===== config.mk =====
export PLATFORM = sky130hd
export DESIGN_NAME = arcade_input_conditioner
export DESIGN_NICKNAME = d
export VERILOG_FILES = /design/src/rtl/arcade_io_pkg.sv /design/src/rtl/input_channel.sv /design/src/rtl/arcade_input_conditioner.sv
export SDC_FILE = /design/constraint.sdc
export NUM_CORES = 1
export LEC_CHECK = 0
export CAP_MARGIN = 20
export CORE_UTILIZATION = 65
export DETAILED_ROUTE_END_ITERATION = 7
export PLACE_DENSITY = 0.83
export SLEW_MARGIN = 20
export SYNTH_ARGS = -nofsm -noshare
export SYNTH_HDL_FRONTEND = slang
export SYNTH_SLANG_ARGS = --single-unit

===== constraint.sdc =====
create_clock -name clk -period 27.9 [get_ports clk]
set_input_delay 8.37 -clock clk [delete_from_list [all_inputs] [get_ports clk]]
set_output_delay 8.37 -clock clk [all_outputs]
set_load 0.05 [all_outputs]

===== src/rtl/arcade_io_pkg.sv =====
// Shared definitions for the arcade input conditioner: output modes, counter
// widths and debounce tick dividers for the common board clocks.
package arcade_io_pkg;

    typedef enum logic [1:0] {
        MODE_LEVEL = 2'd0,
        MODE_PULSE = 2'd1,
        MODE_AF    = 2'd2
    } mode_e;

    localparam int DEB_W   = 8;
    localparam int PULSE_W = 16;

    localparam int TICK_DIV_24M576 = 24576;
    localparam int TICK_DIV_24M000 = 24000;

    // One-shot outranks autofire, which outranks plain level.
    function automatic mode_e sel_mode(input logic pulse_sel, input logic af_sel);
        if (pulse_sel)   return MODE_PULSE;
        else if (af_sel) return MODE_AF;
        else             return MODE_LEVEL;
    endfunction

endpackage


===== src/rtl/input_channel.sv =====
// One conditioned input: tick-based debounce followed by level, one-shot or
// autofire output shaping.
module input_channel
    import arcade_io_pkg::*;
#(
    parameter int DEB_TICKS     = 8,
    parameter int PULSE_TICKS   = 50,
    parameter int AF_HALF_TICKS = 33
) (
    input  logic clk,
    input  logic rst_i,
    input  logic tick_i,
    input  logic s_i,
    input  logic pulse_sel_i,
    input  logic af_sel_i,
    output logic btn_o,
    output logic rise_o
);

    localparam logic [DEB_W-1:0]   DEB_LIM = DEB_W'(DEB_TICKS);
    localparam logic [PULSE_W-1:0] PC_LD   = PULSE_W'(PULSE_TICKS);
    localparam logic [PULSE_W-1:0] AC_LD   = PULSE_W'(AF_HALF_TICKS);

    mode_e              mode;
    logic               stable_q, stable_d;
    logic [DEB_W-1:0]   deb_q, deb_d, deb_inc;
    logic [PULSE_W-1:0] pc_q, pc_d;
    logic [PULSE_W-1:0] ac_q, ac_d;
    logic               phase_q, phase_d;
    logic               rise_q, rise_d;
    logic               btn_q, btn_d;

    always_comb begin
        mode     = sel_mode(pulse_sel_i, af_sel_i);
        stable_d = stable_q;
        deb_d    = deb_q;
        deb_inc  = deb_q + DEB_W'(1);
        pc_d     = pc_q;
        ac_d     = ac_q;
        phase_d  = phase_q;

        if (s_i == stable_q) begin
            deb_d = '0;
        end else if (tick_i) begin
            if (deb_inc == DEB_LIM) begin
                stable_d = s_i;
                deb_d    = '0;
            end else begin
                deb_d = deb_inc;
            end
        end

        rise_d = stable_d & ~stable_q;

        // A press during a running pulse neither retriggers nor extends it.
        if (mode != MODE_PULSE) begin
            pc_d = '0;
        end else if (rise_d && (pc_q == '0)) begin
            pc_d = PC_LD;
        end else if (tick_i && (pc_q != '0)) begin
            pc_d = pc_q - PULSE_W'(1);
        end

        if (mode != MODE_AF) begin
            ac_d    = '0;
            phase_d = 1'b0;
        end else if (rise_d) begin
            ac_d    = AC_LD;
            phase_d = 1'b1;
        end else if (!stable_q) begin
            ac_d    = '0;
            phase_d = 1'b0;
        end else if (tick_i) begin
            // ac_q of 0 only happens when autofire is entered mid-hold.
            if (ac_q <= PULSE_W'(1)) begin
                ac_d    = AC_LD;
                phase_d = ~phase_q;
            end else begin
                ac_d = ac_q - PULSE_W'(1);
            end
        end

        case (mode)
            MODE_PULSE: btn_d = (pc_q != '0);
            MODE_AF:    btn_d = stable_q & phase_q;
            default:    btn_d = stable_q;
        endcase
    end

    always_ff @(posedge clk or posedge rst_i) begin
        if (rst_i) begin
            stable_q <= 1'b0;
            deb_q    <= '0;
            pc_q     <= '0;
            ac_q     <= '0;
            phase_q  <= 1'b0;
            rise_q   <= 1'b0;
            btn_q    <= 1'b0;
        end else begin
            stable_q <= stable_d;
            deb_q    <= deb_d;
            pc_q     <= pc_d;
            ac_q     <= ac_d;
            phase_q  <= phase_d;
            rise_q   <= rise_d;
            btn_q    <= btn_d;
        end
    end

    assign btn_o  = btn_q;
    assign rise_o = rise_q;

endmodule


===== src/rtl/arcade_input_conditioner.sv =====
// Board input front-end: tick prescaler, two-flop synchronisers, polarity
// correction and one conditioned channel per control input.
module arcade_input_conditioner
    import arcade_io_pkg::*;
#(
    parameter int NUM_CH        = 8,
    parameter int TICK_DIV      = 24576,
    parameter int DEB_TICKS     = 8,
    parameter int PULSE_TICKS   = 50,
    parameter int AF_HALF_TICKS = 33
) (
    input  logic              clk,
    input  logic              RESET,
    input  logic [NUM_CH-1:0] raw_in,
    input  logic [NUM_CH-1:0] invert_mask,
    input  logic [NUM_CH-1:0] pulse_mask,
    input  logic [NUM_CH-1:0] af_mask,
    input  logic              af_en,
    output logic [NUM_CH-1:0] btn_out,
    output logic [NUM_CH-1:0] btn_out_n,
    output logic [NUM_CH-1:0] rise_out,
    output logic              tick_out
);

    localparam int            PW       = $clog2(TICK_DIV);
    localparam logic [PW-1:0] PRE_LAST = PW'(TICK_DIV - 1);

    logic [PW-1:0]     presc_q, presc_d;
    logic [NUM_CH-1:0] sync1_q, sync2_q;
    logic [NUM_CH-1:0] s;

    always_comb begin
        presc_d = (presc_q == PRE_LAST) ? '0 : presc_q + PW'(1);
    end

    always_ff @(posedge clk or posedge RESET) begin
        if (RESET) begin
            presc_q <= '0;
            sync1_q <= '0;
            sync2_q <= '0;
        end else begin
            presc_q <= presc_d;
            sync1_q <= raw_in;
            sync2_q <= sync1_q;
        end
    end

    assign tick_out = (presc_q == PRE_LAST);
    // Polarity is applied after the flops so reset state ignores invert_mask.
    assign s = sync2_q ^ invert_mask;

    for (genvar g = 0; g < NUM_CH; g++) begin : g_ch
        input_channel #(
            .DEB_TICKS     (DEB_TICKS),
            .PULSE_TICKS   (PULSE_TICKS),
            .AF_HALF_TICKS (AF_HALF_TICKS)
        ) u_ch (
            .clk         (clk),
            .rst_i       (RESET),
            .tick_i      (tick_out),
            .s_i         (s[g]),
            .pulse_sel_i (pulse_mask[g]),
            .af_sel_i    (af_mask[g] & af_en),
            .btn_o       (btn_out[g]),
            .rise_o      (rise_out[g])
        );
    end

    assign btn_out_n = ~btn_out;

endmodule


==> out/results.ini, run 1 <==
[outcome]
status = finished clean

[clock_network]
numCtsBuffers = 42
path_clk_slew_ns = 0.06
postCtsHoldBufs = 0
cts_max_level = 2
cts_tree = built
clkSinkCount = 383
cts_resized = 0
clk_latency_ns = 0.54
post-cts-setup-buffers = 0
cts.path.max_buffers = 3
cts_root_buffer = clkbuf_16

[pwr]
power_mw = 1.25
power_leakage_nw = 10.2
p_per_area_nw_per_um2 = 55.8
vdd_drop_max_uv = 61.8

[cells_and_area]
multi_input_area_um2 = 10100
insertedDiodeCount = 0
syn2layout_area_growth_pct = 11.0
final_cell_area_um2 = 22500
fill_cells = 2136
fin_nets = 2328
regArea_um2 = 9580
drive_above_1_share_pct = 5.85

[timing]
period_needed_ns = 11.78
tns_ns = 0
worstMarginPinSlew_ns = 1.10
worst_slack_ns = 16.12
drv_slew = 0
max-slew-margin-rel_pct = 26.7
rsz0062_at_grt = no
fmax_mhz = 84.9
fin_crit_sh_pct = 42.2
skew_ns = 0.0136
hold_viol_final = 0
setup_violations = 0

[critical_path]
cpLargestDelayFamily = buffers and inverters
crit_required_ns = 19.53
cp-start-kind = register
crit_slowest_cell = clkdlybuf4s50_1
arrival_ns = 3.41
crit_buf_inv = 3
endpoint_kind = output pin
setup.worst_path.class = reg -> out
reg2reg_slack_ns = 24.34
slowest_delay_ns = 0.89
path_cells = ha_1 > nand3_1 > or4_2 > inv_1 > buf_4 > clkdlybuf4s50_1
path_max_fanout = 24

[route]
vias = 16700
drtIter0Drc = 1209
dr.pass1.iters = 5
final_antenna_net_count = 0
drc_errors = 0
wl_per_cell_um = 16.6
wl_um = 44700
via_per_inst = 6.22

[die]
start_util_pct = 66.1
die_y_um = 179
ios = 60
die_w_um = 179
coreArea_um2 = 30700
design.die.area_um2 = 31900
num_rows = 64

[grt]
grt_usage_pct = 28.8
use_met2_pct = 48.6
grt_pass1_wl_um = 75600
grt_pass1_vias = 16400
top_usage_layer = met2
gr-usage-met3_pct = 3.90
antenna_found_initial = 0
grt_max_degree = 161
grt_use_met1_pct = 38.1
grt.overflow.total = 0

[synthesis]
synth-edff-count = 0
yosysMostFrequentCell = dfrtp_1
synth_area_um2 = 20300
synthDistinctLibCells = 87
ys_async_sr_fraction_pct = 100
avgSynthCellArea_um2 = 9.11
ys_warn_count = 0
synth_area_leaders = dfrtp_1 (47%), nor2_1 (6.0%), xor2_1 (4.4%), xnor2_1 (4.3%), nand2_1 (4.2%)
synth_fp_nets = 2293
yosysTopAreaCellShare_pct = 47.3
synth.yosys.seq_area_share_pct = 47.3
ys_top_cells_by_count = dfrtp_1 (383), nor2_1 (322), nand2_1 (226), nor3_1 (116), o21ai_0 (103)
yosys.area.top_type = dfrtp_1
synth_seq_cells = 383
synth_ff_type = dfrtp_1
syn_inst = 2225

[placed_design]
pre_cts_ws_ns = 16.73
gp_congestion = 0.852
port_buffers = 59
dpl_cell_area_um2 = 21100
dpl.hpwl_um = 28500

[run]
maxCapViolCount = 0

[hold_path]
hold_class = reg -> reg

## cell families after synthesis
family,synth area share [%]
compound gates,11.6
flops,47.3
simple gates,26.6
fa+ha+maj,2.04
xor+xnor,8.69
mux,0.679
buf+inv,3.05
## sequential cells by signal, summed over array words and instances, names as in the netlist
signal,count
g_ch.u_ch.btn_o,8
sync1_q,8
g_ch.u_ch.ac_q,128
g_ch.u_ch.phase_q,8
sync2_q,8
presc_q,15
g_ch.u_ch.pc_q,128
g_ch.u_ch.rise_o,8
g_ch.u_ch.deb_q,64
g_ch.u_ch.stable_q,8
## routing by layer
metal / routed length (um) / vias to the layer above / part of all wire (%)
met2: 22100 / 458 / 49
met4: 1160 / 0 / 2.6
met5: 0 / - / 0
li1: - / 7950 / -
met1: 19200 / 8207 / 43
met3: 2250 / 97 / 5.0
## stage by stage
stage,util (%),std cells,hold slack (ns)
2_1_floorplan,-,2225,0.331
3_3_place_gp,68.8,2612,0.331
3_5_place_dp,68.8,2612,0.336
4_1_cts,73.3,2688,0.350
5_1_grt,73.4,2688,0.352
6_report,73.4,2688,0.348
## where the power goes
part | internal (mW) | switching (mW) | leakage, nW
sequential | 0.567 | 0.0115 | 5.24
combinational | 0.0503 | 0.0777 | 4.23
clock | 0.327 | 0.220 | 0.691
total | 0.945 | 0.310 | 10.2
## layout by cell type (no fill, tap or decap), drive strengths merged, types with 40 or more instances in the layout
cell / synthesis / layout
nand2: 227 / 227
clkdlybuf4s50: 0 / 59
xnor2: 100 / 100
inv: 59 / 58
nor4: 66 / 66
clkbuf: 45 / 63
o21ai: 125 / 125
nand3: 80 / 80
or4: 40 / 40
dfrtp: 383 / 383
nor2: 322 / 322
or3: 45 / 45
nor3: 116 / 116
xor2: 101 / 101
nand4: 40 / 40
a21oi: 97 / 97
## layout make-up
type	count	share of cell area, %
multi-input cells	1700	44.8
flip-flops and latches	383	42.6
clock buffers	63	5.71
repair buffers	74	3.20
well taps	396	2.20
inverters	59	1.04
clock inverters	13	0.417
## worst paths after layout
| path | startpoint | to | cells after the start |
|---|---|---|---|
| worst max-delay path | presc_q[0]$_DFF_PP0_ | tick_out | 6 |
| worst min-delay path | sync1_q[6]$_DFF_PP0_ | sync2_q[6]$_DFF_PP0_ | 0 |
| worst max register to register | presc_q[0]$_DFF_PP0_ | g_ch[3].u_ch.pc_q[0]$_DFFE_PP0P_ | 8 |
| worst min register to register | sync1_q[6]$_DFF_PP0_ | sync2_q[6]$_DFF_PP0_ | 0 |
| max in group asynchronous | RESET | g_ch[0].u_ch.ac_q[8]$_DFFE_PP0P_ | 3 |
| min in group asynchronous | RESET | g_ch[3].u_ch.ac_q[10]$_DFFE_PP0P_ | 2 |
Note: power is estimated with default switching activity, not from simulation.
==> run 2: changes to the inputs <==
- CORE_UTILIZATION: 65 -> 62
- PLACE_DENSITY: 0.83 -> 0.79
- clock period: 27.9 -> 11.4 ns (I/O delays scaled with it)
==> run 2 against run 1 <==
  * Clock-buffer cell count fell by 9
  * Global-route usage fell by 2.2 points
  * Critical path depth fell by 1
  * Critical path type unchanged
  * Critical endpoint unchanged
  * Largest power group unchanged
==> out/results.ini, run 2 (synthesis results as in run 1) <==
[outcome]
status = finished clean  ; unchanged

[hold_path]
whs_path_depth = 0  ; unchanged
hp-start = sync1_q[6]$_DFF_PP0_  ; unchanged
holdPathEnd = sync2_q[6]$_DFF_PP0_  ; unchanged
hold_class = reg -> reg  ; unchanged

[clock_network]
cts_tree = built  ; unchanged
cts_root_buffer = clkbuf_16  ; unchanged
postCtsHoldBufs = 0  ; unchanged
clk_latency_ns = 0.54  ; about the same
path_clk_slew_ns = 0.06  ; about the same
cts.path.max_buffers = 3  ; unchanged
numCtsBuffers = 42  ; unchanged
cts_resized = 0  ; unchanged
post-cts-setup-buffers = 0  ; unchanged
clkSinkCount = 383  ; unchanged
cts_max_level = 2  ; unchanged

[cells_and_area]
layout_commonest_cell = dfrtp_1  ; unchanged
insertedDiodeCount = 0  ; unchanged
fill_cells = 2419  ; was 2136
regArea_um2 = 9580  ; unchanged
drive_above_1_share_pct = 5.98  ; was 5.85%
syn2layout_area_growth_pct = 11.4  ; was 11.0%
fin_nets = 2329  ; was 2328
reg.largest.list = g_ch.u_ch.ac_q x128, g_ch.u_ch.pc_q x128, g_ch.u_ch.deb_q x64  ; unchanged
fin_util_pct = 70.8  ; was 73.4%
multi_input_area_um2 = 10100  ; about the same
final_cell_mix = dfrtp_1 (383), nor2_1 (322), nand2_1 (226), nor3_1 (116), o21ai_0 (103)  ; unchanged
stdcell_count = 2725  ; was 2688

[timing]
drv_slew = 0  ; unchanged
worstMarginPinSlew_ns = 1.01  ; was 1.10 ns
max-slew-margin-rel_pct = 32.5  ; was 26.7%
hold_viol_final = 0  ; unchanged
fin_crit_sh_pct = 57.0
skew_ns = 0.0149  ; was 0.0136 ns
setup_violations = 0  ; unchanged
rsz0062_at_grt = no  ; unchanged
whs_ns = 0.347  ; was 0.348 ns
period_needed_ns = 6.50
tns_ns = 0  ; unchanged
fmax_mhz = 154

[route]
final_antenna_net_count = 0  ; unchanged
wl_per_cell_um = 15.8  ; was 16.6 um
vias = 16500  ; was 16700
via_per_inst = 6.05  ; was 6.22
drtIter0Drc = 1232  ; was 1209
drc_errors = 0  ; unchanged
dr.pass1.iters = 7  ; was 5
wl_um = 43200  ; was 44700 um

[critical_path]
cpLargestDelayFamily = simple AND/OR/NAND/NOR gates  ; was buffers and inverters
crit_slowest_cell = clkdlybuf4s50_1  ; unchanged
crit_buf_inv = 2  ; was 3
reg2reg_slack_ns = 7.28  ; was 24.34 ns
r2r-end = g_ch[2].u_ch.pc_q[8]$_DFFE_PP0P_  ; was g_ch[3].u_ch.pc_q[0]$_DFFE_PP0P_
crit_required_ns = 7.98  ; was 19.53 ns
path_max_fanout = 5  ; was 24
path_cells = ha_1 > nand3_1 > or4_2 > inv_1 > clkdlybuf4s50_1  ; was ha_1 > nand3_1 > or4_2 > inv_1 > buf_4 > clkdlybuf4s50_1
cp-start-kind = register  ; unchanged
arrival_ns = 3.08  ; was 3.41 ns
cp_num_cells = 5  ; was 6
setup.worst_path.class = reg -> out  ; unchanged
cp-startpoint = presc_q[0]$_DFF_PP0_  ; unchanged
r2r_cells = 8  ; unchanged
r2r_start = presc_q[0]$_DFF_PP0_  ; unchanged
slowest_delay_ns = 0.81  ; was 0.89 ns
endpoint_kind = output pin  ; unchanged

[placed_design]
dpl.hpwl_um = 28300  ; was 28500 um
gp_congestion = 0.879  ; was 0.852
port_buffers = 59  ; unchanged
dp.cells = 2652  ; was 2612

[grt]
grt_pass1_vias = 16000  ; was 16400
grt_pass1_wl_um = 74800  ; was 75600 um
antenna_found_initial = 0  ; unchanged
grt.overflow.total = 0  ; unchanged
grt_usage_pct = 26.7  ; was 28.8%
grt_max_degree = 153  ; was 161

[pwr]
p_int_mw = 2.35  ; was 945 uW
power_leakage_nw = 10.1  ; was 10.2 nW
p_per_area_nw_per_um2 = 138  ; was 55.8 nW/um2
swShare_pct = 24.4  ; was 24.7%
vdd_drop_max_uv = 150  ; was 61.8 uV
power_frac_seq_pct = 45.5  ; was 46.1%
p_clk_share_pct = 44.5  ; was 43.6%
power.switching_uw = 758  ; was 310 uW
p_comb_share_pct = 10.0  ; was 10.2%

[die]
die_y_um = 183  ; was 179 um
coreArea_um2 = 31900  ; was 30700 um2
die_w_um = 183  ; was 179 um
start_util_pct = 63.6  ; was 66.1%
num_rows = 65  ; was 64
ios = 60  ; unchanged
design.die.area_um2 = 33400  ; was 31900 um2

[run]
maxCapViolCount = 0  ; unchanged

run 2: cell type report:
| type | count | share of cell area (%) |
|---|---|---|
| inverter | 59 | 0.997 |
| clock buffer | 54 | 5.21 |
| timing repair buffer | 75 | 3.20 |
| multi-input combinational | 1700 | 44.7 |
| clock inverter | 19 | 1.06 |
| tap | 435 | 2.41 |
| sequential | 383 | 42.4 |
run 2: worst reg2reg max path: cells and delay by family (launching register included):
kind	cells	cell delay, ns
flops	1	0.39
simple gates	5	2.14
buf+inv	1	0.45
fa+ha+maj	1	0.24
compound gates	1	0.76
run 2: stage by stage:
step,area (um2),total power [mW],setup WS (ns)
after detailed placement,21200,1.75,5.22
after floorplan,20300,1.68,2.83
final,22600,3.11,4.90
after CTS,22600,3.14,4.87
after global routing,22600,3.24,4.82
after global placement,21100,1.74,5.22
run 2: worst max-delay path by stage:
| stage | endpoint | slack [ns] |
|---|---|---|
| detailed placement | g_ch[3].u_ch.ac_q[7]$_DFFE_PP0P_ | 5.22 |
| global route | tick_out | 4.82 |
| global placement | g_ch[3].u_ch.ac_q[7]$_DFFE_PP0P_ | 5.22 |
| CTS | tick_out | 4.87 |
| finish | tick_out | 4.90 |
| floorplan | g_ch[0].u_ch.ac_q[0]$_DFFE_PP0P_ | 2.83 |
run 2: routing by layer:
layer | GRT usage [%] | vias up | part of all wire (%)
met4 | 8.37 | 0 | 2.2
met2 | 44.6 | 388 | 48
met5 | 0 | - | 0
met3 | 3.61 | 79 | 4.6
met1 | 36.3 | 8075 | 45
li1 | - | 7946 | -
run 2: power by group through the flow:
stage | Sequential, mW | Combinational, mW | Clock (mW)
final | 1.42 | 0.312 | 1.38
after CTS | 1.42 | 0.314 | 1.41
after detailed placement | 1.44 | 0.311 | 0
after global routing | 1.42 | 0.350 | 1.47
after global placement | 1.44 | 0.301 | 0
after floorplan | 1.43 | 0.242 | 0
